$ cat config.mk
export PLATFORM = sky130hd
export DESIGN_NAME = data_sram_like_bridge
export DESIGN_NICKNAME = d
export VERILOG_FILES = /design/src/rtl/bridge_pkg.sv /design/src/rtl/wen_to_size.sv /design/src/rtl/data_sram_like_bridge.sv
export SDC_FILE = /design/constraint.sdc
export NUM_CORES = 1
export LEC_CHECK = 0
export ABC_AREA = 1
export CORE_MARGIN = 5
export CORE_UTILIZATION = 30
export DETAILED_ROUTE_END_ITERATION = 10
export PLACE_DENSITY = 0.89
export SYNTH_ARGS = -nofsm -noshare
export SYNTH_HDL_FRONTEND = slang
export SYNTH_SLANG_ARGS = --single-unit
$ cat constraint.sdc
create_clock -name clk -period 2.02 [get_ports clk]
set_clock_uncertainty 0.1 [all_clocks]
set_input_delay 0.303 -clock clk [delete_from_list [all_inputs] [get_ports clk]]
set_output_delay 0.303 -clock clk [all_outputs]
set_load 0.005 [all_outputs]
$ cat src/rtl/bridge_pkg.sv
`default_nettype none
// ============================================================================
// Module      : bridge_pkg
// Description : Shared types and constants for the data-side sram-like
//               bridge: FSM state encoding and sram-like transfer sizes.
// Revision    : 1.0 - initial release
// ============================================================================
package bridge_pkg;

  // Access FSM state, explicitly 2 bits wide.
  typedef enum logic [1:0] {
    IDLE = 2'd0,  // no outstanding access
    REQ  = 2'd1,  // request driven, waiting for addr_ok
    WAIT = 2'd2,  // accepted, waiting for data_ok
    DONE = 2'd3   // finished, holding result until the pipeline advances
  } state_t;

  // sram-like data_size encoding.
  localparam logic [1:0] SIZE_BYTE = 2'd0;
  localparam logic [1:0] SIZE_HALF = 2'd1;
  localparam logic [1:0] SIZE_WORD = 2'd2;

endpackage : bridge_pkg
`default_nettype wire

$ cat src/rtl/wen_to_size.sv
`default_nettype none
// ============================================================================
// Module      : wen_to_size
// Description : Maps the core's 4-bit byte write enable to an sram-like
//               transfer size. Loads (all-zero enable) request a full word;
//               the core extracts bytes and halves itself.
// Ports       : i_wen  [3:0] byte write enables
//               o_size [1:0] SIZE_BYTE / SIZE_HALF / SIZE_WORD
// Revision    : 1.0 - initial release
// ============================================================================
module wen_to_size
  import bridge_pkg::*;
(
  input  logic [3:0] i_wen,
  output logic [1:0] o_size
);

  always_comb begin
    o_size = SIZE_WORD;
    case (i_wen)
      4'b1111:                            o_size = SIZE_WORD;
      4'b0011, 4'b1100:                   o_size = SIZE_HALF;
      4'b0001, 4'b0010, 4'b0100, 4'b1000: o_size = SIZE_BYTE;
      default:                            o_size = SIZE_WORD;  // load
    endcase
  end

endmodule : wen_to_size
`default_nettype wire

$ cat src/rtl/data_sram_like_bridge.sv
`default_nettype none
// ============================================================================
// Module      : data_sram_like_bridge
// Description : Turns the core's M-stage data access into an sram-like
//               split transaction (req / addr_ok / data_ok). Stalls the core
//               via dataStall until the access completes and keeps load data
//               stable while the pipeline is frozen by longest_stall.
// Config      : DATA_BRIDGE_RDATA_BYPASS_EN - when defined, load data is
//               forwarded combinationally in the data_ok cycle and the stall
//               is released in that same cycle.
// Ports       : clk, rst (async, active high)
//               mem_enM, mem_wenM, aluoutM, mem_write_dataM : M-stage access
//               readdataM       : load data to the core
//               longest_stall   : global pipeline freeze
//               dataStall       : access not yet complete
//               data_req/wr/size/addr/wdata : sram-like request
//               data_addr_ok/data_ok/rdata  : sram-like responses
// Revision    : 1.0 - initial release
// ============================================================================
module data_sram_like_bridge
  import bridge_pkg::*;
#(
  parameter int ADDR_W = 32,
  parameter int DATA_W = 32
) (
  input  logic              clk,
  input  logic              rst,
  input  logic              mem_enM,
  input  logic [3:0]        mem_wenM,
  input  logic [ADDR_W-1:0] aluoutM,
  input  logic [DATA_W-1:0] mem_write_dataM,
  output logic [DATA_W-1:0] readdataM,
  input  logic              longest_stall,
  output logic              dataStall,
  output logic              data_req,
  output logic              data_wr,
  output logic [1:0]        data_size,
  output logic [ADDR_W-1:0] data_addr,
  output logic [DATA_W-1:0] data_wdata,
  input  logic              data_addr_ok,
  input  logic              data_data_ok,
  input  logic [DATA_W-1:0] data_rdata
);

  state_t            r_state;
  state_t            w_next;
  state_t            w_done_target;
  logic [DATA_W-1:0] r_rdata;
  logic              w_issue;
  logic              w_complete;
  logic              w_is_load;

  // The core holds the M-stage inputs stable while stalled, so the request
  // fields pass straight through.
  assign data_addr  = aluoutM;
  assign data_wdata = mem_write_dataM;
  assign data_wr    = |mem_wenM;
  assign w_is_load  = ~|mem_wenM;

  wen_to_size u_wen_to_size (
    .i_wen  (mem_wenM),
    .o_size (data_size)
  );

  // Request is live in IDLE (new access) and in REQ (not yet accepted).
  assign w_issue = ((r_state == IDLE) && mem_enM) || (r_state == REQ);

  // A data_ok only counts once the access has been accepted, either in an
  // earlier cycle (WAIT) or in this very cycle together with addr_ok.
  assign w_complete = (w_issue && data_addr_ok && data_data_ok) ||
                      ((r_state == WAIT) && data_data_ok);

`ifdef DATA_BRIDGE_RDATA_BYPASS_EN
  // The stall already drops in the data_ok cycle, so the pipeline may advance
  // on that same edge; going straight to IDLE then lets the next access issue
  // instead of being swallowed by a DONE cycle the core never waits for.
  assign w_done_target = longest_stall ? DONE : IDLE;
`else
  assign w_done_target = DONE;
`endif

  // State register.
  always_ff @(posedge clk or posedge rst) begin
    if (rst) begin
      r_state <= IDLE;
    end else begin
      r_state <= w_next;
    end
  end

  // Next-state logic.
  always_comb begin
    w_next = r_state;
    case (r_state)
      IDLE: begin
        if (mem_enM) begin
          if (data_addr_ok && data_data_ok) w_next = w_done_target;
          else if (data_addr_ok)            w_next = WAIT;
          else                              w_next = REQ;
        end
      end
      REQ: begin
        if (data_addr_ok && data_data_ok) w_next = w_done_target;
        else if (data_addr_ok)            w_next = WAIT;
      end
      WAIT: begin
        if (data_data_ok) w_next = w_done_target;
      end
      DONE: begin
        // No re-issue while frozen, even though mem_enM is still high.
        if (!longest_stall) w_next = IDLE;
      end
      default: w_next = IDLE;
    endcase
  end

  // Load data capture; stores leave the previous value untouched.
  always_ff @(posedge clk or posedge rst) begin
    if (rst) begin
      r_rdata <= '0;
    end else if (w_complete && w_is_load) begin
      r_rdata <= data_rdata;
    end
  end

  // Output logic. Nothing is requested or stalled while reset is asserted.
  always_comb begin
    data_req  = w_issue && !rst;
`ifdef DATA_BRIDGE_RDATA_BYPASS_EN
    dataStall = mem_enM && (r_state != DONE) && !w_complete && !rst;
    readdataM = (w_complete && w_is_load) ? data_rdata : r_rdata;
`else
    dataStall = mem_enM && (r_state != DONE) && !rst;
    readdataM = r_rdata;
`endif
  end

endmodule : data_sram_like_bridge
`default_nettype wire

==> run metrics, run 1 <==
status=finished clean; number of buffers added on ports=78; # Max-Cap Violations=0; Hold Crit Class=input pin to asynchronous set/reset pin; total stage count of the critical path=5; Total Die Area=8710 um2; worst-margin pin slew=0.347 ns; total CTS buffers=5; Worst Setup Start Kind=input pin; sequential share of the synthesized area=40.8%; row count=30; internal power=1.81 mW; NumNets Final=381; vias=1591; global-route wire length before repair=7670 um; setup slack after placement=-0.162 ns; Total Power=2.68 mW; fin worst setup slack=0.0684 ns; DP HPWL=3610 um; RD Place Congestion=0.778; Clock power frac=17.3%; Worst-Skew Late Latency=0.28 ns; CP Cell Sequence=clkdlybuf4s50_1 -> or2_4 -> buf_4 -> o22ai_1 -> dlygate4sd2_1; CP Data Arrival Time=1.55 ns; Seq pwr share=40.1%; Switching Share=32.5%; f_max=0.512 GHz; Worst EP required=1.62 ns; Final Critical Period=1.95 ns; worst vdd ir=0.278 mV; CP top delay family=buffers and inverters; Die Y=93.3 um; RSZ-0062 raised after global routing=no; commonest non-fill, non-tap cells in the layout=nand2_1, clkdlybuf4s50_1, nand3_1, dfrtp_1, inv_1; slowest stage cell, crit path=clkdlybuf4s50_1; Post-Synthesis Cells=252; most common cell after layout, fill and taps aside=nand2_1; Max Slew Vio Count=0; # diodes=0; R2R depth=9; Worst slew margin=76.9%; final hold violations=0; Worst-path clk slew=0.07 ns; Chip Width=93.3 um; vias in the first global route=1672; Switch Pwr=0.872 mW; leak pwr=1.28 nW; Layout area overhead=22.2%; IO Count=207; Worst Path Max Fanout=2; Worst R2R Start=r_state[0]; Critical Path Sink Type=primary output; Clock Tree Root=clkbuf_8; max incr delay on CP=0.43 ns; synthesized area per cell=8.27 um2; Starting Density=30.7%; Reg2Reg Capture Point=readdataM[24]; Starting DRT DRC Count=70; antenna-violating nets left=0; Remaining Overflow, GRT=0; placed insts=358; CTS tree=yes; combinational power share=42.6%; GR Util All Layers=10.9%; Layout Utilization=37.5%; Crit Path Category=input pin to primary output; DRT Wirelength=4690 um; DRT Pass-1 Iters=6; PD cells=1050 nW/um2; Sink Count=34; htree depth=2; period utilisation layout=96.6%; Worst Setup SP=mem_wenM[1]; final setup fails=0; flop2flop setup slack=0.32 ns; fillers=684; DR vias/cell=4.35; Core Box Area=6790 um2; Syn Nets=363; # DRC=0; initial antenna violation count=0; Post-Synthesis Cell Area=2080 um2; drt wl/cell=12.8 um; Post-Layout Cell Count=366; layout cell share with drive strength beyond 1=7.41%; largest net degree at the start of global routing=34; Yosys warning total=0; Seq cells post-synth=34; count of cell types in the netlist=17; Critical Path Sink=data_size[0]; WP buf/inv=3; Bufs on Longest Clock Path=2
==> layer usage <==
metal | GRT usage, % | vias to the layer above | routed length (um)
met3 | 4.51 | 36 | 574
met5 | 0 | - | 0
met4 | 6.84 | 0 | 198
met1 | 10.7 | 720 | 1660
met2 | 18.8 | 78 | 2260
li1 | - | 757 | -
==> cell usage after synthesis, drive strengths merged <==
| master | number | area share [%] |
|---|---|---|
| ha | 5 | 3.0 |
| o21ai | 4 | 0.96 |
| o22ai | 1 | 0.30 |
| nor2 | 3 | 1.3 |
| nand2 | 84 | 16 |
| or2 | 2 | 0.84 |
| a21oi | 1 | 0.24 |
| buf | 73 | 27 |
| dfrtp | 34 | 41 |
| nand3 | 34 | 8.2 |
| nor3 | 1 | 0.24 |
| inv | 10 | 1.8 |
==> power groups by stage <==
stage	clock, mW	combinational [mW]	sequential, mW
after CTS	0.484	1.16	1.08
after global placement	0	1.12	1.08
after global routing	0.514	1.27	1.12
final	0.463	1.14	1.08
after floorplan	0	0.568	1.08
after detailed placement	0	1.17	1.08
==> what timing repair did <==
action / in CTS / in global routing
resized for setup: 7 / 0
setup endpoints to repair: 5 / 0
buffers inserted: 1 / 0
hold buffers: 0 / 0
==> logic make-up after synthesis <==
logic type / Yosys count / share of synthesized area, %
AO/OA/AOI/OAI: 6 / 1.50
buffers and inverters: 83 / 28.5
flip-flops: 34 / 40.8
adder cells (fa/ha/maj): 5 / 3.00
AND/OR/NAND/NOR: 124 / 26.2
==> worst min-delay path, cell delays in order <==
cell and delay [ns]:
clkdlybuf4s50_1 0.47, inv_1 0.10, buf_4 0.20
==> flip-flops by register name, indices dropped and copies added, names as in the netlist <==
signal and count:
r_state 2, readdataM 32
==> per-stage QoR <==
| stage | setup TNS (ns) | hold WS (ns) | area (um2) |
|---|---|---|---|
| after floorplan | 0 | 0.345 | 2080 |
| after global placement | -3.04 | 0.353 | 2470 |
| after detailed placement | -4.66 | 0.357 | 2470 |
| after CTS | 0 | 0.333 | 2550 |
| after global routing | 0 | 0.364 | 2550 |
| final | 0 | 0.338 | 2550 |
==> worst min path at each step <==
| stage | to | startpoint | cells past startpoint | slack [ns] |
|---|---|---|---|---|
| floorplan | r_state[0] | rst | 1 | 0.34 |
| global placement | readdataM[8] | readdataM[8] | 2 | 0.35 |
| detailed placement | readdataM[28] | readdataM[28] | 2 | 0.36 |
| CTS | readdataM[14] | rst | 3 | 0.33 |
| global route | readdataM[14] | rst | 3 | 0.36 |
| finish | readdataM[21] | rst | 3 | 0.34 |
==> area by class of cell <==
class	count	area, um2	area share (%)
tap	96	120	4.72
sequential	34	851	33.4
inverter	10	37.5	1.47
clock buffer	5	68.8	2.70
timing repair buffer	84	820	32.2
multi-input combinational	135	639	25.1
clock inverter	2	10.0	0.393
(Power assumes the default switching activity.)
==> run 2, diff against run 1 <==
--- a/config.mk
+++ b/config.mk
@@ -12,2 +12,3 @@
 export PLACE_DENSITY = 0.89
+export SETUP_SLACK_MARGIN = 0.4
 export SYNTH_ARGS = -nofsm -noshare
==> constraint.sdc (replaced) <==
create_clock -name clk -period 1.85 [get_ports clk]
set_clock_uncertainty 0.1 [all_clocks]
set_input_delay 0.185 -clock clk [delete_from_list [all_inputs] [get_ports clk]]
set_output_delay 0.185 -clock clk [all_outputs]
set_load 0.005 [all_outputs]
==> run 2 against run 1 <==
Net effect:
- core utilization up 9.9 points
- via count up 10%
- worst hold slack worse by 0.084 ns
- die area unchanged
- largest power group unchanged
- highest routed layer unchanged
==> run metrics, run 2 (same netlist as run 1, synthesis figures left out) <==
max incr delay on CP=0.46 ns (+0.03 ns); Core Box Area=6790 um2 (unchanged); Worst-Skew Late Latency=0.28 ns (about the same); commonest non-fill, non-tap cells in the layout=clkdlybuf4s50_1, nand2_1, nand3_1, dfrtp_1, nand2_2; Bufs on Longest Clock Path=2 (unchanged); Worst Setup Start Kind=register; DRT Pass-1 Iters=4 (-2); IO Count=207 (unchanged); Crit Path Category=register to register; placed instance area=2470 um2 (+0.30%); Hold Crit Class=input pin to asynchronous set/reset pin; register area=852 um2 (+0.15%); Worst EP required=1.92 ns (+0.30 ns); Layout Utilization=47.4% (+9.9 points); Final Critical Period=1.57 ns; final setup fails=0 (unchanged); # DRC=0 (unchanged); # Max-Cap Violations=0 (unchanged); GR Util All Layers=12.7% (+1.8 points); drt wl/cell=14.7 um (+15%); Layout area overhead=54.5%; Clock Tree Root=clkbuf_8; Die Y=93.3 um (unchanged); RD Place Congestion=0.729 (-6.3%); number of buffers added on ports=78 (unchanged); largest net degree at the start of global routing=23 (-32%); CTS tree=yes; Worst Path Max Fanout=8 (+6); Sink Count=34 (unchanged); row count=30 (unchanged); htree depth=2 (unchanged); RSZ-0062 raised after global routing=yes; fillers=625 (-8.6%); PD cells=1220 nW/um2 (+16%); period utilisation layout=84.9%; post-route cell area=3220 um2 (+26%); vias in the first global route=1739 (+4.0%); initial antenna violation count=0 (unchanged); global-route wire length before repair=8610 um (+12%); Worst slew margin=81.3% (+4.4 points); status=finished clean; CP Data Arrival Time=1.64 ns (+0.09 ns); Chip Width=93.3 um (unchanged); CP Cell Sequence=inv_4 -> buf_6 -> ha_4 -> nand2_4 -> nand2_8 -> buf_12 -> nand2_8 -> nand2_4 -> nand2_2; vias=1754 (+10%); worst-margin pin slew=0.280 ns (-0.0667 ns); antenna-violating nets left=0 (unchanged); slowest stage cell, crit path=dfrtp_2; final hold violations=0 (unchanged); Critical Path Sink Type=register; Remaining Overflow, GRT=0 (unchanged); DR vias/cell=4.40 (+1.1%); Multi-input gate area=928 um2 (+45%); max reg flops=32 (unchanged); f_max=0.637 GHz; Hold WS=0.254 ns (-0.0839 ns); Total Die Area=8710 um2 (unchanged); DRT Wirelength=5880 um (+25%); # diodes=0 (unchanged); leak pwr=1.84 nW (+44%); DP HPWL=3580 um (-0.87%); Max Slew Vio Count=0 (unchanged); layout cell share with drive strength beyond 1=35.0% (+28 points); Worst-path clk slew=0.07 ns (about the same); total CTS buffers=5 (unchanged); most common cell after layout, fill and taps aside=clkdlybuf4s50_1; Starting DRT DRC Count=27 (-61%); NumNets Final=413 (+8.4%); Starting Density=30.7% (unchanged); worst vdd ir=0.343 mV (+23%)
[run 2: critical path, delay by kind of cell, from the launching register on]
| kind | cells | cell delay [ns] |
|---|---|---|
| and+or+nand+nor | 5 | 0.44 |
| DFF | 1 | 0.46 |
| buffers and inverters | 3 | 0.32 |
| adders and majority gates | 1 | 0.14 |
[run 2: cell type report]
| type | instances | share of cell area, % |
|---|---|---|
| tap | 96 | 3.73 |
| timing repair buffer | 113 | 36.3 |
| inverter | 10 | 1.24 |
| multi-input combinational | 138 | 28.8 |
| sequential | 34 | 26.5 |
| clock buffer | 8 | 3.42 |
[run 2: power breakdown]
group / total, mW / switching (mW) / internal [mW]
clock: 0.639 / 0.263 / 0.376
sequential: 1.19 / 0.179 / 1.01
combinational: 2.09 / 0.883 / 1.20
total: 3.92 / 1.33 / 2.59
[run 2: timing repair]
item | 4_1_cts | 5_1_grt
resized for setup | 76 | 50
cloned | 4 | 0
hold buffers | 0 | 0
endpoints found under the setup margin | 40 | 65
pin swaps | 15 | 15
setup buffers | 10 | 18
[run 2: routing by layer]
layer	share of wire [%]	vias to the layer above	track usage, %
li1	-	827	-
met1	37	821	13.9
met4	3.6	0	8.06
met2	52	70	21.3
met5	0	-	0
met3	8.0	36	3.62
[run 2: worst paths after layout]
kind                              startpoint            end  slack [ns]  cells past startpoint
worst max-delay path              r_state[0]  readdataM[13]        0.28                      9
worst min-delay path                     rst  readdataM[14]        0.25                      3
worst max register to register    r_state[0]  readdataM[13]        0.28                      9
worst min register to register  readdataM[3]   readdataM[3]        0.38                      2
max in group asynchronous                rst     r_state[0]        1.12                      3
min in group clk                 aluoutM[17]  data_addr[17]        0.27                      0
[run 2: metrics by stage]
step | cells | TNS [ns] | worst slack (ns) | power [mW]
after global routing | 399 | 0 | 0.212 | 4.19
after floorplan | 252 | 0 | 0.437 | 1.80
final | 399 | 0 | 0.280 | 3.92
after detailed placement | 359 | -1.08 | -0.0607 | 2.46
after CTS | 381 | 0 | 0.264 | 3.64
after global placement | 359 | -0.0345 | -0.0150 | 2.40
